--- src/rtl/pc_pkg.sv ---
`default_nettype none
// ============================================================================
//  Module   : pc_pkg
//  Purpose  : Shared definitions for the fetch-stage program-counter unit:
//             instruction size, next-PC source encoding and word alignment.
//  Revision : 1.0  initial release
// ============================================================================
package pc_pkg;

    // Bytes per instruction; sequential fetch advances by this amount.
    localparam int INSN_BYTES = 4;

    // Widest address the alignment helper handles.
    localparam int PC_MAX_WIDTH = 64;

    // Which source produced the next fetch address.
    typedef enum logic [2:0] {
        SRC_RESET  = 3'd0,
        SRC_EXC    = 3'd1,
        SRC_ERET   = 3'd2,
        SRC_BRANCH = 3'd3,
        SRC_RET    = 3'd4,
        SRC_JUMP   = 3'd5,
        SRC_HOLD   = 3'd6,
        SRC_SEQ    = 3'd7
    } pc_src_e;

    // Clear the byte-offset bits so the address lands on an instruction.
    // Callers zero-extend into and truncate back out of PC_MAX_WIDTH.
    function automatic logic [PC_MAX_WIDTH-1:0] align_word(
        input logic [PC_MAX_WIDTH-1:0] addr
    );
        return {addr[PC_MAX_WIDTH-1:2], 2'b00};
    endfunction

endpackage : pc_pkg
`default_nettype wire

--- src/rtl/pc_ras.sv ---
`default_nettype none
// ============================================================================
//  Module   : pc_ras
//  Purpose  : Circular return-address stack. A push into a full stack
//             overwrites the oldest entry; a pop from an empty stack does
//             nothing. top is the most recently pushed live entry.
//  Ports    : clock, reset      - clock, synchronous active-high reset
//             push, push_data   - store push_data as the new top
//             pop               - discard the top entry
//             top               - current top entry (registered storage)
//             empty, full       - occupancy flags
//  Revision : 1.0  initial release
// ============================================================================
module pc_ras
    import pc_pkg::*;
#(
    parameter int WIDTH     = 32,
    parameter int RAS_DEPTH = 4
) (
    input  logic             clock,
    input  logic             reset,
    input  logic             push,
    input  logic             pop,
    input  logic [WIDTH-1:0] push_data,
    output logic [WIDTH-1:0] top,
    output logic             empty,
    output logic             full
);

    localparam int c_PTR_W = $clog2(RAS_DEPTH);
    localparam int c_CNT_W = c_PTR_W + 1;

    logic [WIDTH-1:0]   r_mem [RAS_DEPTH];
    logic [c_PTR_W-1:0] r_ptr;      // next slot to write
    logic [c_CNT_W-1:0] r_count;    // live entries, saturates at RAS_DEPTH

    logic               w_full;
    logic               w_empty;

    assign w_empty = (r_count == '0);
    assign w_full  = (r_count == c_CNT_W'(RAS_DEPTH));

    // Storage needs no reset: entries are only read while r_count says they
    // are live.
    always_ff @(posedge clock) begin
        if (push && !reset) begin
            r_mem[r_ptr] <= push_data;
        end
    end

    // The pointer wraps naturally because RAS_DEPTH is a power of two, so a
    // push when full lands on the oldest slot.
    always_ff @(posedge clock) begin
        if (reset) begin
            r_ptr   <= '0;
            r_count <= '0;
        end else if (push) begin
            r_ptr <= r_ptr + c_PTR_W'(1);
            if (!w_full) begin
                r_count <= r_count + c_CNT_W'(1);
            end
        end else if (pop && !w_empty) begin
            r_ptr   <= r_ptr - c_PTR_W'(1);
            r_count <= r_count - c_CNT_W'(1);
        end
    end

    assign top   = r_mem[r_ptr - c_PTR_W'(1)];
    assign empty = w_empty;
    assign full  = w_full;

endmodule : pc_ras
`default_nettype wire

--- src/rtl/pc_unit.sv ---
`default_nettype none
// ============================================================================
//  Module   : pc_unit
//  Purpose  : Fetch-stage program counter with stall/backpressure hold,
//             branch/jump redirect, exception entry/return (EPC) and a
//             return-address stack for call/return.
//  Ports    : clock, reset                 - clock, sync active-high reset
//             stall, fetch_ready           - hold requests
//             branch_taken, branch_target  - branch redirect
//             jump, jump_target, call      - jump redirect, optional RAS push
//             ret                          - pop RAS and redirect
//             exc, eret                    - exception entry / return
//             pc_out, pc_valid             - current fetch address
//             epc_out                      - saved exception PC
//             ras_empty, ras_full          - RAS occupancy
//             misalign                     - redirect target was unaligned
//  Revision : 1.0  initial release
// ============================================================================
module pc_unit
    import pc_pkg::*;
#(
    parameter int               WIDTH        = 32,
    parameter logic [WIDTH-1:0] RESET_VECTOR = '0,
    parameter logic [WIDTH-1:0] EXC_VECTOR   = WIDTH'('h80),
    parameter int               RAS_DEPTH    = 4
) (
    input  logic             clock,
    input  logic             reset,
    input  logic             stall,
    input  logic             fetch_ready,
    input  logic             branch_taken,
    input  logic [WIDTH-1:0] branch_target,
    input  logic             jump,
    input  logic [WIDTH-1:0] jump_target,
    input  logic             call,
    input  logic             ret,
    input  logic             exc,
    input  logic             eret,
    output logic [WIDTH-1:0] pc_out,
    output logic             pc_valid,
    output logic [WIDTH-1:0] epc_out,
    output logic             ras_empty,
    output logic             ras_full,
    output logic             misalign
);

    localparam logic [WIDTH-1:0] c_INSN_STEP = WIDTH'(INSN_BYTES);

    logic [WIDTH-1:0] r_pc;
    logic [WIDTH-1:0] r_epc;
    logic             r_valid;
    logic             r_misalign;

    pc_src_e          w_src;
    logic [WIDTH-1:0] w_target_raw;
    logic [WIDTH-1:0] w_target;
    logic             w_redirect;
    logic             w_push;
    logic             w_pop;
    logic [WIDTH-1:0] w_pc_next;
    logic [WIDTH-1:0] w_ras_top;
    logic             w_ras_empty;
    logic             w_ras_full;

    // ------------------------------------------------------------------
    // Next-PC priority. Only the winning request acts; everything below
    // it in the chain is dropped, including RAS push/pop.
    // ------------------------------------------------------------------
    always_comb begin
        w_src        = SRC_SEQ;
        w_target_raw = r_pc;
        w_push       = 1'b0;
        w_pop        = 1'b0;

        if (exc) begin
            w_src = SRC_EXC;
        end else if (eret) begin
            w_src        = SRC_ERET;
            w_target_raw = r_epc;
        end else if (branch_taken) begin
            w_src        = SRC_BRANCH;
            w_target_raw = branch_target;
        end else if (ret) begin
            w_src = SRC_RET;
            // An empty stack falls back to the decoded jump target.
            if (!w_ras_empty) begin
                w_target_raw = w_ras_top;
                w_pop        = 1'b1;
            end else begin
                w_target_raw = jump_target;
            end
        end else if (jump) begin
            w_src        = SRC_JUMP;
            w_target_raw = jump_target;
            w_push       = call;
        end else if (stall || !fetch_ready) begin
            w_src = SRC_HOLD;
        end

        // Reset wins over everything and cancels pending stack activity.
        if (reset) begin
            w_src  = SRC_RESET;
            w_push = 1'b0;
            w_pop  = 1'b0;
        end
    end

    assign w_redirect = (w_src == SRC_ERET) || (w_src == SRC_BRANCH) ||
                        (w_src == SRC_RET)  || (w_src == SRC_JUMP);

    assign w_target = WIDTH'(align_word(PC_MAX_WIDTH'(w_target_raw)));

    always_comb begin
        w_pc_next = r_pc + c_INSN_STEP;
        case (w_src)
            SRC_RESET:  w_pc_next = RESET_VECTOR;
            SRC_EXC:    w_pc_next = EXC_VECTOR;
            SRC_ERET,
            SRC_BRANCH,
            SRC_RET,
            SRC_JUMP:   w_pc_next = w_target;
            SRC_HOLD:   w_pc_next = r_pc;
            default:    w_pc_next = r_pc + c_INSN_STEP;
        endcase
    end

    // ------------------------------------------------------------------
    // PC / EPC / status registers
    // ------------------------------------------------------------------
    always_ff @(posedge clock) begin
        if (reset) begin
            r_pc       <= RESET_VECTOR;
            r_epc      <= '0;
            r_valid    <= 1'b0;
            r_misalign <= 1'b0;
        end else begin
            r_pc       <= w_pc_next;
            r_valid    <= 1'b1;
            r_misalign <= w_redirect && (w_target_raw[1:0] != 2'b00);
            if (w_src == SRC_EXC) begin
                r_epc <= r_pc;
            end
        end
    end

    // ------------------------------------------------------------------
    // Return-address stack; the pushed link is the address after the call.
    // ------------------------------------------------------------------
    pc_ras #(
        .WIDTH     (WIDTH),
        .RAS_DEPTH (RAS_DEPTH)
    ) u_ras (
        .clock     (clock),
        .reset     (reset),
        .push      (w_push),
        .pop       (w_pop),
        .push_data (r_pc + c_INSN_STEP),
        .top       (w_ras_top),
        .empty     (w_ras_empty),
        .full      (w_ras_full)
    );

    assign pc_out    = r_pc;
    assign pc_valid  = r_valid;
    assign epc_out   = r_epc;
    assign ras_empty = w_ras_empty;
    assign ras_full  = w_ras_full;
    assign misalign  = r_misalign;

endmodule : pc_unit
`default_nettype wire
--- config.mk ---
export PLATFORM = sky130hd
export DESIGN_NAME = pc_unit
export DESIGN_NICKNAME = d
export VERILOG_FILES = /design/src/rtl/pc_pkg.sv /design/src/rtl/pc_ras.sv /design/src/rtl/pc_unit.sv
export SDC_FILE = /design/constraint.sdc
export NUM_CORES = 1
export LEC_CHECK = 0
export ABC_AREA = 1
export CORE_UTILIZATION = 50
export DETAILED_ROUTE_END_ITERATION = 8
export PLACE_DENSITY = 0.8
export REMOVE_ABC_BUFFERS = 1
export SLEW_MARGIN = 20
export SYNTH_ARGS = -nofsm -noshare
export SYNTH_HDL_FRONTEND = slang
export SYNTH_HIERARCHICAL = 1
export SYNTH_SLANG_ARGS = --single-unit
--- constraint.sdc ---
create_clock -name clock -period 2.8 [get_ports clock]
set_input_delay 0.28 -clock clock [delete_from_list [all_inputs] [get_ports clock]]
set_output_delay 0.28 -clock clock [all_outputs]
set_load 0.02 [all_outputs]
==> flow_metrics.tcl, run 1 <==
set metrics [dict create \
    clockBufferDepth 2 \
    drive_gt1_share_pct 10.7 \
    required_ps 2520 \
    reg2reg_depth 12 \
    numCtsBuffers 17 \
    internal_power_uw 4900 \
    detail_route.iter0.violations 1014 \
    worstPathMaxFanout 17 \
    diodes 0 \
    io_buffer_count 137 \
    cts_hold_buf 0 \
    crit_chain "nor2_1 > nand2_1 > inv_1 > buf_4 > clkdlybuf4s50_1" \
    synth-main-ff-cell "edfxtp_1" \
    end_kind "output port" \
    dieHeight_um 145 \
    drt_first_pass_iters 5 \
    h-tree-depth 4 \
    cts-root-buf "clkbuf_16" \
    ioPinCount 142 \
    drv_slew 0 \
    post-cts-setup-buffers 0 \
    syn_to_final_growth_pct 22.6 \
    yosysTopAreaCell "edfxtp_1" \
    postSynthCellCount 1231 \
    grt.overflow.total 0 \
    p_comb_share_pct 9.5 \
    setup_viol 0 \
    vdd_ir_drop_max_mv 0.453 \
    clock-sinks 195 \
    cts_tree "yes" \
    holdWs_ps 541 \
    cts_resized 0 \
    start_util_pct 51.8 \
    critPathBufInv 3 \
    critical_path.slowest_cell "clkdlybuf4s50_1" \
    ys_types 40 \
    syn-cell-area_mm2 0.0102 \
    finalCritPeriodShare_pct 86.0 \
    arrival_ps 2130 \
    power.share.switching_pct 23.2 \
    cp_num_cells 5 \
    nFillCells 1610 \
    leakagePower_uw 0.00470 \
    min_period_ps 2410 \
    core-area_mm2 0.0197 \
    ys_top_cells_by_count "nand2_1, o21ai_0, nor2_1" \
    worst-slew-pin-transition_ps 794 \
    ant_nets 0 \
    yosys_register_bits 195 \
    status "finished clean" \
    yosysMostFrequentCell "nand2_1" \
    drc_errors 0 \
    fin_setup_tns_ps 0 \
    timing.fmax_ghz 0.415 \
    drv_cap 0 \
    yosys_warnings 6 \
    finClkSkew_ps 10.7 \
    grtUsageTotal_pct 30.5 \
    clkPwrFrac_pct 41.3 \
    clk_latency_ps 450 \
    place_congestion 0.946 \
    maxSlewHeadroom_pct 47.1 \
    viasPerCell 5.77 \
    synthTopCellsByArea "edfxtp_1, dfxtp_1, o21ai_0, nand2_1, nor2_1" \
    cellPowerDensity_mw_per_mm2 510 \
    synth_top_area_share_pct 37.6 \
    wl_mm 31.1 \
    async_reset_ff_share_pct 0 \
    final_hold_viol_count 0 \
    grt_pass1_vias 8716 \
    num-nets-final 1438 \
    grt_first_pass_wirelength_mm 47.0 \
    r2r_setup_slack_ps 470 \
    power_frac_seq_pct 49.1 \
    syn-mean-instance-area_um2 8.29 \
    whs_path_depth 5 \
    p_sw_uw 1480 \
    dieArea_mm2 0.0210 \
    dp_hpwl_mm 20.5 \
    slowest_delay_ps 650 \
    rsz0062_at_grt "no" \
    num_rows 51 \
    antenna_found_initial 0 \
    post_drt_wl_per_cell_um 19.0 \
    crit_type "register to output port" \
    start_kind "register" \
    grt_max_degree 67 \
    hold_class "primary input to register" \
    synth_edf_count 128 \
    vias 9438 \
    multiInputGateArea_mm2 0.00427 \
    crit_family "buffers and inverters" \
    yosysSeqAreaShare_pct 50.8 \
    clk_pin_slew_ps 70 \
    regArea_mm2 0.00519 \
    die_x_um 145 \
]
## power by group through the flow
stage	Sequential (µW)	Clock, µW	Combinational, µW
2_1_floorplan	3230	0	229
3_3_place_gp	3190	0	588
3_5_place_dp	3190	0	599
4_1_cts	3130	2640	603
5_1_grt	3140	2750	663
6_report	3130	2640	609
## cell families (layout without fill, tap and decap cells)
logic type	count (synthesis)	count (layout)	synth area share [%]
AOI/OAI and AO/OA	321	321	16.7
xor gates and xnor gates	5	5	0.502
adders and majority gates	6	6	0.809
buffers and inverters	180	309	7.94
DFF	195	195	50.8
other	1	12	0.0367
and+or+nand+nor	523	523	23.2
## layout by cell type, fill, tap and decap left out, types with 6 or more instances in the layout
master and count:
o21ai_0 181, nand2_1 197, nand2_2 17, buf_4 27
nand3_1 71, nor2_2 34, inv_1 95, clkbuf_16 18
a21oi_1 82, edfxtp_1 128, o22ai_1 32, dfxtp_1 66
o2111ai_1 13, nand3_2 7, nor2_1 169, nor2_4 11
inv_2 6, clkdlybuf4s50_1 136, o21ai_1 8, buf_12 6
conb_1 12
## layer usage
layer / track usage, % / share of wire [%] / vias up
li1: - / - / 4398
met1: 39.6 / 40 / 4396
met2: 50.2 / 48 / 573
met3: 5.79 / 9.2 / 71
met4: 12.1 / 2.6 / 0
met5: 0 / 0 / -
## final timing paths
path / startpoint / end
hold reg to reg: pc_out[31] / epc_out[31]
setup / recovery: u_ras/r_count[1] / ras_empty
hold / removal: branch_target[2] / pc_out[2]
setup reg to reg: u_ras/r_ptr[1] / pc_out[24]
## flip-flops by register name (all words and copies together), names as in the netlist
register / flops
epc_out: 30
misalign: 1
pc_out: 30
pc_valid: 1
u_ras/r_count: 3
u_ras/r_mem: 128
u_ras/r_ptr: 2
## worst register-to-register path, stage by stage (launching register included)
cell and delay (ps):
dfxtp_1 410, inv_1 90, ha_1 380, inv_2 220
buf_4 240, o21ai_0 120, o22ai_1 160, o21ai_0 110
a21oi_1 140, nor2_1 50, nor2_1 160, nor2_1 60
a21oi_1 120
## metrics by stage
step | instance area [µm²] | setup slack (ps) | instances | util, % | total power (µW)
floorplan | 9840 | -837 | 1169 | - | 3450
global placement | 11900 | 301 | 1604 | 60.2 | 3780
detailed placement | 11900 | 272 | 1604 | 60.2 | 3790
CTS | 12500 | 365 | 1636 | 63.5 | 6380
global route | 12500 | 276 | 1636 | 63.5 | 6550
finish | 12500 | 391 | 1636 | 63.5 | 6380
## final cells by class
type | count | share of cell area (%)
clock inverters | 11 | 1.41
clock buffers | 21 | 3.69
multi-input cells | 867 | 34.1
repair buffers | 170 | 13.5
well taps | 265 | 2.65
flip-flops and latches | 195 | 41.4
inverters | 107 | 3.23
Power figures use the tool's default switching activity.
==> run 2, diff against run 1 <==
CORE_UTILIZATION = 58   (was 50)
DONT_BUFFER_PORTS = 1   (was default)
PLACE_DENSITY = 0.79   (was 0.8)
==> run 2 against run 1 <==
  * Final area is 12% lower
  * Die area is 14% lower
  * Combinational power shrank 42%
  * Non-clock buffer count fell by 144
  * Hold slack got worse by 530 ps
  * Clock skew fell by 3.5 ps
  * Largest power group unchanged
  * Routed wire length decreased by 1.7%
  * Sequential cell count stayed put
  * First-iteration DRC count increased by 15%
  * Maximum frequency increased by 0.86%
==> flow_metrics.tcl, run 2 (synthesized netlist as in run 1, its figures left out) <==
set metrics [dict create \
    crit_family "buffers and inverters" \
    cp_num_cells 14 \
    place_ws_ps 545 \
    end_kind "register" \
    power_frac_seq_pct 51.3 \
    internal_power_uw 4780 \
    grtUsageTotal_pct 34.1 \
    grt_max_degree 68 \
    ant_nets 0 \
    drv_slew 0 \
    clock-sinks 195 \
    p_sw_uw 1430 \
    place_congestion 0.944 \
    numCtsBuffers 17 \
    vdd_ir_drop_max_mv 0.449 \
    critPathLaunch "u_ras/r_ptr[1]" \
    syn_to_final_growth_pct 7.84 \
    post_drt_wl_per_cell_um 21.0 \
    vias 8916 \
    crit_type "register to register" \
    timing.rr.end "pc_out[2]" \
    utilization_pct 63.9 \
    dieArea_mm2 0.0181 \
    critPathBufInv 4 \
    cts_tree "yes" \
    drive_gt1_share_pct 11.2 \
    mostFrequentLayoutCells "nand2_1, o21ai_0, nor2_1" \
    drc_errors 0 \
    min_period_ps 2390 \
    cellPowerDensity_mw_per_mm2 564 \
    final_hold_viol_count 0 \
    power_uw 6210 \
    maxSlewHeadroom_pct 43.0 \
    reg2reg_depth 14 \
    final_common_cell "nand2_1" \
    largest_reg_flops 128 \
    power.share.switching_pct 23.0 \
    io_buffer_count 0 \
    hold_class "primary input to register" \
    arrival_ps 2760 \
    status "finished clean" \
    critical_path.slowest_cell "dfxtp_1" \
    dp_hpwl_mm 19.0 \
    antenna_found_initial 0 \
    clk_latency_ps 440 \
    rsz0062_at_grt "no" \
    r2r_setup_slack_ps 410 \
    crit_chain "inv_1 > ha_1 > inv_2 > buf_12 > o21ai_1 > o22ai_1 > inv_1 > nand2_1 > nand3_1 > nand2_1 > nand2_1 > nand3_1 > nand3_1 > a21oi_1" \
    start_util_pct 59.2 \
    leakagePower_uw 0.00415 \
    critPathCapture "pc_out[2]" \
    drv_cap 0 \
    grt_first_pass_wirelength_mm 46.3 \
    post-cts-setup-buffers 0 \
    setup_viol 0 \
    worstPathMaxFanout 21 \
    diodes 0 \
    p_comb_share_pct 5.7 \
    h-tree-depth 4 \
    cts-root-buf "clkbuf_16" \
    num_rows 48 \
    clk_pin_slew_ps 70 \
    finClkSkew_ps 7.19 \
    core-area_mm2 0.0172 \
    wl_mm 30.6 \
    r2r_start "u_ras/r_ptr[1]" \
    required_ps 3170 \
    clkPwrFrac_pct 43.0 \
    grt.overflow.total 0 \
    ioPinCount 142 \
    worst-slew-pin-transition_ps 855 \
    start_kind "register" \
    top_register "u_ras/r_mem" \
    clockBufferDepth 2 \
    grt_pass1_vias 8436 \
    dieHeight_um 135 \
    finalCritPeriodShare_pct 85.3 \
    die_x_um 135 \
    num-nets-final 1294 \
    worst_slack_ps 412 \
    slowest_delay_ps 400 \
    detail_route.iter0.violations 1163 \
    timing.fmax_ghz 0.419 \
    drt_first_pass_iters 6 \
    viasPerCell 6.14 \
]
run 2: power groups by stage:
stage               logic, µW  clock network (µW)  registers, µW
finish                    356                2670           3180
global route              394                2770           3190
CTS                       348                2660           3180
detailed placement        332                   0           3250
global placement          322                   0           3240
floorplan                 229                   0           3230
run 2: what timing repair did:
item / in CTS / in global routing
resized for setup: 0 / 0
endpoints found under the hold margin: 28 / 0
hold buffers: 3 / 0
run 2: how the worst min path moves through the flow:
stage,startpoint,to,slack [ps],cells past startpoint
finish,exc,epc_out[4],10,2
CTS,exc,epc_out[4],3,2
floorplan,exc,epc_out[10],380,1
global route,exc,epc_out[3],4,2
global placement,exc,epc_out[27],380,1
detailed placement,exc,epc_out[27],390,1
run 2: routing by layer:
metal	track usage, %	part of all wire, %	vias to the layer above
li1	-	-	4114
met1	43.4	38	4163
met2	54.5	46	553
met3	8.48	12	86
met4	16.7	3.8	0
met5	0	0	-
run 2: per-stage QoR:
step | setup TNS (ps) | instance area, µm² | cells | hold WS [ps]
floorplan | -105110 | 9840 | 1169 | 376
global placement | 0 | 10300 | 1417 | 384
detailed placement | 0 | 10300 | 1417 | 389
CTS | 0 | 11000 | 1452 | 2.92
global route | 0 | 11000 | 1452 | 4.36
finish | 0 | 11000 | 1452 | 13.8
run 2: layout make-up:
cell class                 instances  area, µm²
inverter                         107        404
sequential                       195       5190
fill                            1379       6230
tap                              225        282
timing repair buffer              26        238
clock buffer                      19        433
multi-input combinational        867       4270
clock inverter                    13        203
==> run 3, diff against run 2 <==
CTS_CLUSTER_DIAMETER = 40   (was default)
==> results of run 3 <==
Same layout as run 2: the final DEF is identical, and so are final timing and power.
